## config.mk

```make
export PLATFORM = sky130hd
export DESIGN_NAME = ncl_count_capture
export DESIGN_NICKNAME = d
export VERILOG_FILES = /design/src/rtl/ncl_count_capture.sv
export SDC_FILE = /design/constraint.sdc
export NUM_CORES = 1
export LEC_CHECK = 0
export BUFFER_PORTS_ARGS = -buffer_cell sky130_fd_sc_hd__buf_2
export CAP_MARGIN = 10
export CORE_ASPECT_RATIO = 1.75
export CORE_UTILIZATION = 51
export DETAILED_ROUTE_END_ITERATION = 6
export PLACE_DENSITY = 0.8
export REMOVE_ABC_BUFFERS = 1
export SLEW_MARGIN = 20
export SYNTH_ARGS = -nofsm -noshare
export SYNTH_HDL_FRONTEND = slang
export SYNTH_SLANG_ARGS = --single-unit
export TNS_END_PERCENT = 30
```

## constraint.sdc

```tcl
create_clock -name clk -period 16.4 [get_ports clk]
set_input_delay 4.1 -clock clk [delete_from_list [all_inputs] [get_ports clk]]
set_output_delay 4.1 -clock clk [all_outputs]
set_load 0.01 [all_outputs]
```

## src/rtl/ncl_count_capture.sv

```systemverilog
// Clocked sink for the dual-rail counter digit ring. Each digit is
// synchronised into clk, and the DATA/NULL wavefronts are checked for
// completeness. Every wavefront must be seen twice in a row before it is
// acknowledged on sumCOMP. Each captured DATA wavefront is decoded to a
// binary count, which is then checked for +1 continuity.

// Per-digit two-flop synchroniser plus the local completeness terms.
module ncl_count_capture_digit (
  input  logic       clk,
  input  logic       rst,
  input  logic [1:0] rail,
  output logic [1:0] s2,
  output logic       one_hot,
  output logic       nul,
  output logic       bad
);
  logic [1:0] s1_q, s1_d, s2_q, s2_d;

  // Next values for the synchroniser chain.
  always_comb begin
    s1_d = rail;
    s2_d = s1_q;
  end

  // Synchroniser register pair.
  always_ff @(posedge clk or posedge rst) begin
    if (rst) begin
      s1_q <= '0;
      s2_q <= '0;
    end else begin
      s1_q <= s1_d;
      s2_q <= s2_d;
    end
  end

  assign s2      = s2_q;
  assign one_hot = s2_q[1] ^ s2_q[0];
  assign nul     = ~|s2_q;
  assign bad     = &s2_q;
endmodule

module ncl_count_capture #(
  parameter int WIDTH   = 32,
  parameter int TIMEOUT = 1024
) (
  input  logic               clk,
  input  logic               init,
  input  logic [2*WIDTH-1:0] sum,
  output logic               sumCOMP,
  output logic [WIDTH-1:0]   count,
  output logic               count_valid,
  output logic               seq_error,
  output logic               rail_error,
  output logic               stall
);
  typedef enum logic [1:0] {
    WAIT_DATA    = 2'd0,
    CONFIRM_DATA = 2'd1,
    WAIT_NULL    = 2'd2,
    CONFIRM_NULL = 2'd3
  } state_t;

  localparam logic [15:0] WD_MAX = 16'(TIMEOUT);

  // Reset is asserted asynchronously and released two clk edges after init
  // drops. Release is therefore synchronous to clk.
  logic [1:0] rst_q, rst_d;
  logic       rst;

  always_comb rst_d = {rst_q[0], 1'b0};

  // Deassert synchroniser for init.
  always_ff @(posedge clk or posedge init) begin
    if (init) rst_q <= 2'b11;
    else      rst_q <= rst_d;
  end

  assign rst = rst_q[1];

  // Per-digit synchronisers and completeness terms.
  logic [WIDTH-1:0][1:0] s2_w;
  logic [WIDTH-1:0]      one_hot_w, nul_w, bad_w;

  for (genvar i = 0; i < WIDTH; i++) begin : g_dig
    ncl_count_capture_digit u_dig (
      .clk     (clk),
      .rst     (rst),
      .rail    (sum[2*i+1:2*i]),
      .s2      (s2_w[i]),
      .one_hot (one_hot_w[i]),
      .nul     (nul_w[i]),
      .bad     (bad_w[i])
    );
  end

  logic [2*WIDTH-1:0] s2_flat;
  logic               full, empty, bad;

  assign s2_flat = s2_w;
  // Any 11 digit makes full false because that digit is not one-hot.
  assign full    = &one_hot_w;
  assign empty   = &nul_w;
  assign bad     = |bad_w;

  state_t             state_q, state_d;
  logic [2*WIDTH-1:0] cand_q, cand_d;
  logic [WIDTH-1:0]   count_q, count_d, decoded;
  logic               cv_q, cv_d, sc_q, sc_d;
  logic               seq_q, seq_d, rail_q, rail_d, stall_q, stall_d;
  logic               first_q, first_d;
  logic [15:0]        wd_q, wd_d;
  logic               wd_clr;

  // Rail 1 of each digit carries the binary value.
  always_comb begin
    decoded = '0;
    for (int i = 0; i < WIDTH; i++) decoded[i] = cand_q[2*i+1];
  end

  // Handshake FSM, continuity check, flags and watchdog.
  always_comb begin
    state_d = state_q;
    cand_d  = cand_q;
    count_d = count_q;
    cv_d    = 1'b0;
    sc_d    = sc_q;
    seq_d   = seq_q;
    rail_d  = rail_q | bad;
    first_d = first_q;
    wd_clr  = 1'b0;
    case (state_q)
      WAIT_DATA: begin
        if (full) begin
          cand_d  = s2_flat;
          state_d = CONFIRM_DATA;
        end
      end
      CONFIRM_DATA: begin
        // A wavefront that is still settling is rejected and sampled again.
        if (full && (s2_flat == cand_q)) begin
          count_d = decoded;
          cv_d    = 1'b1;
          sc_d    = 1'b1;
          wd_clr  = 1'b1;
          state_d = WAIT_NULL;
          if (first_q)                          first_d = 1'b0;
          else if (decoded != count_q + WIDTH'(1)) seq_d = 1'b1;
        end else begin
          state_d = WAIT_DATA;
        end
      end
      WAIT_NULL: begin
        if (empty) state_d = CONFIRM_NULL;
      end
      CONFIRM_NULL: begin
        if (empty) begin
          sc_d    = 1'b0;
          wd_clr  = 1'b1;
          state_d = WAIT_DATA;
        end else begin
          state_d = WAIT_NULL;
        end
      end
      default: state_d = WAIT_DATA;
    endcase
    if (wd_clr)              wd_d = '0;
    else if (wd_q != WD_MAX) wd_d = wd_q + 16'd1;
    else                     wd_d = wd_q;
    stall_d = stall_q | (wd_d == WD_MAX);
  end

  // State, datapath and sticky flag registers.
  always_ff @(posedge clk or posedge rst) begin
    if (rst) begin
      state_q <= WAIT_DATA;
      cand_q  <= '0;
      count_q <= '0;
      cv_q    <= 1'b0;
      sc_q    <= 1'b0;
      seq_q   <= 1'b0;
      rail_q  <= 1'b0;
      stall_q <= 1'b0;
      first_q <= 1'b1;
      wd_q    <= '0;
    end else begin
      state_q <= state_d;
      cand_q  <= cand_d;
      count_q <= count_d;
      cv_q    <= cv_d;
      sc_q    <= sc_d;
      seq_q   <= seq_d;
      rail_q  <= rail_d;
      stall_q <= stall_d;
      first_q <= first_d;
      wd_q    <= wd_d;
    end
  end

  assign sumCOMP     = sc_q;
  assign count       = count_q;
  assign count_valid = cv_q;
  assign seq_error   = seq_q;
  assign rail_error  = rail_q;
  assign stall       = stall_q;
endmodule

```

==> results.py <==
metrics = {
    "clock_tree": {
        "cts-htree-levels": 1,
        "clk_latency_ps": 520,
        "cts_buffer_depth": 3,
        "numCtsBuffers": 22,
        "cts_sinks": 250,
        "cts-root-buf": "clkbuf_16",
        "holdBufCountCts": 0,
        "cts-resized-gates": 0,
        "cts_tree": "done",
        "post-cts-setup-buffer-count": 0,
        "clk_pin_slew_worst_paths_ps": 70,
    },
    "power": {
        "p_total_w": 0.00124,
        "p_sw_w": 0.000268,
        "p_int_w": 0.000973,
        "swShare_pct": 21.6,
        "powerDensity_nw_per_um2": 97.2,
        "p_seq_share_pct": 52.3,
        "leakagePower_nw": 6.35,
        "peakVddDrop_uv": 97.7,
        "combPwrFrac_pct": 3.6,
        "p_clk_share_pct": 44.1,
    },
    "route": {
        "avgRoutedWirePerCell_um": 18.7,
        "first_pass_iters": 5,
        "drt-initial-drc-count": 447,
        "num_vias": 7437,
        "wirelength_um": 25700,
        "drc": 0,
        "vias_per_cell": 5.40,
        "ant_nets": 0,
    },
    "critical_path": {
        "critical_path_class": "reg2out",
        "crit_buf_inv": 1,
        "cp-end-kind": "primary output",
        "critical_path_arrival_ps": 1250,
        "slowest_stage": "dfrtp_1",
        "reg2reg_slack_ps": 13070,
        "path_cells": "buf_2",
        "worstPathMaxFanout": 8,
        "crit_path_max_incr_delay_ps": 540,
        "crit_family": "flip-flops",
        "worst_setup_path_start_kind": "flop",
        "crit_required_ps": 12300,
    },
    "timing": {
        "drv_slew": 0,
        "setup_tns_ps": 0,
        "whs_ps": 344,
        "timing.fmax_ghz": 0.187,
        "final.period_utilization_pct": 32.6,
        "clock_skew_ps": 13.5,
        "setup_ws_ps": 11050,
        "worst_pin_slew_ps": 919,
        "hold_viol_final": 0,
        "finalCriticalPeriod_ps": 5350,
        "slew_headroom_pct": 38.8,
        "setup_violations": 0,
        "rsz0062_at_grt": "false",
    },
    "final_layout": {
        "area_growth_pct": 14.1,
        "fin_cells": 1378,
        "final_nets": 1204,
        "diodes": 0,
        "drive_above_1_share_pct": 20.1,
        "fillers": 1789,
    },
    "global_routing": {
        "grtUsageTotal_pct": 23.9,
        "grt_max_degree": 94,
        "grt_first_pass_wirelength_um": 40400,
        "grt_antenna_before_repair": 0,
        "grt_pass1_vias": 7693,
        "grt-ovfl-total": 0,
    },
    "yosys": {
        "synthFlopType": "dfrtp_1",
        "avgSynthCellArea_um2": 11.5,
        "synth-edff-count": 0,
        "synthesis.area_um2": 11200,
        "synth-seq-cells": 250,
        "synth_largest_area_cell": "dfrtp_1",
        "synth_cell_types": 53,
        "synthTopCellsByArea": "dfrtp_1, ha_1, mux2_2",
        "yosysTopAreaCellShare_pct": 55.2,
        "async_flop_share_pct": 100,
        "yosys_warnings": 0,
        "synth_cells": 971,
        "synth-seq-area-share_pct": 55.9,
    },
    "placed_design": {
        "pre_cts_ws_ps": 11590,
        "placedCellCount": 1339,
        "dpl.hpwl_um": 19300,
        "place.port_buffers": 102,
        "routabilityCongestion": 0.934,
    },
    "die": {
        "start_util_pct": 52.1,
        "rows": 71,
        "die_w_um": 114,
        "die-height_um": 198,
        "die_area_um2": 22600,
        "core_um2": 21500,
        "io_pins": 103,
    },
    "worst_hold_path": {
        "hp-class": "reg2reg",
    },
    "outcome": {
        "outcome": "finished clean",
    },
    "flow_run": {
        "cap_violations": 0,
    },
}
layout make-up:
class | count | area, µm² | area share (%)
inverters | 74 | 285 | 2.23
multi-input cells | 616 | 4540 | 35.5
repair buffers | 107 | 552 | 4.32
flip-flops and latches | 250 | 6260 | 49.0
well taps | 292 | 365 | 2.86
clock buffers | 29 | 638 | 5.00
clock inverters | 10 | 138 | 1.08
final timing paths:
path / from / to / cells past startpoint
min: g_dig[26].u_dig.s1_q[1] / g_dig[26].u_dig.s2[1] / 0
max reg2reg: count[0] / seq_error / 9
min reg2reg: g_dig[26].u_dig.s1_q[1] / g_dig[26].u_dig.s2[1] / 0
max in group asynchronous: init / rst_q[0] / 2
min in group asynchronous: rst_q[1] / g_dig[11].u_dig.s2[1] / 1
max: count[14] / count[14] / 1
power groups by stage:
stage          logic (W)  clock network, W  registers (W)
6_report       0.0000453          0.000547       0.000649
3_3_place_gp   0.0000455                 0       0.000660
4_1_cts        0.0000467          0.000565       0.000649
3_5_place_dp   0.0000465                 0       0.000660
5_1_grt        0.0000528          0.000584       0.000650
2_1_floorplan  0.0000267                 0       0.000654
state kept, by name, indices dropped and copies added, names as in the netlist, 2 cells and up:
name and flops:
wd_q 16, count 32, state_q 2, cand_q 64, rst_q 2, g_dig.u_dig.s1_q 64
g_dig.u_dig.s2 64
routing by layer:
| metal | routed length, µm | part of all wire, % | vias up | global-route usage [%] |
|---|---|---|---|---|
| met5 | 0 | 0 | - | 0 |
| met4 | 1970 | 7.6 | 0 | 17.3 |
| met3 | 892 | 3.5 | 93 | 2.57 |
| met2 | 13500 | 53 | 230 | 43.1 |
| met1 | 9300 | 36 | 3640 | 25.6 |
| li1 | - | - | 3474 | - |
cell families (layout without fill, tap and decap cells):
kind of cell / count (synthesis) / after routing / share of synthesized area (%)
fa+ha+maj: 67 / 67 / 7.49
other cells: 1 / 1 / 0.0335
simple gates: 313 / 313 / 14.1
compound gates: 57 / 57 / 3.27
mux: 66 / 66 / 6.58
xor+xnor: 112 / 112 / 8.89
buf+inv: 105 / 220 / 3.69
flops: 250 / 250 / 55.9
cells in the mapped netlist (all sizes together) (3+ instances only):
library cell and n:
and2 4, nand4 42, buf 5, nand2 128, nor4 24, nand3 23
nor2 37, nor3b 4, mux2 61, inv 74, ha 67, or4 4
dfstp 3, a31oi 6, and4 5, xnor2 76, mux2i 5, xor2 35
o21ai 15, dfrtp 247, a21oi 13, nor3 14, o22ai 6, nor4b 3
and3 14, clkbuf 26, nor2b 3
cells in the final DEF, fill, tap and decap left out, types with 4 or more instances in the layout:
master	count
nand3_1	22
buf_4	4
ha_1	67
nor3b_1	4
inv_1	73
a21oi_1	13
or4_1	4
buf_2	102
o22ai_1	6
nor3_1	14
mux2_2	61
mux2i_1	5
nand2_1	126
nor4_1	22
and2_1	4
nand4_1	42
xor2_1	35
o21ai_0	15
clkbuf_8	4
and4_1	5
dfrtp_1	247
a31oi_1	6
nor2_1	36
xnor2_1	76
clkbuf_16	23
and3_1	14
per-stage QoR:
step	utilization, %	cell area, µm²
5_1_grt	59.4	12800
3_5_place_dp	55.8	12000
3_3_place_gp	55.8	12000
4_1_cts	59.4	12800
2_1_floorplan	-	11100
6_report	59.4	12800
No activity file was read; power rests on OpenSTA's default activity.
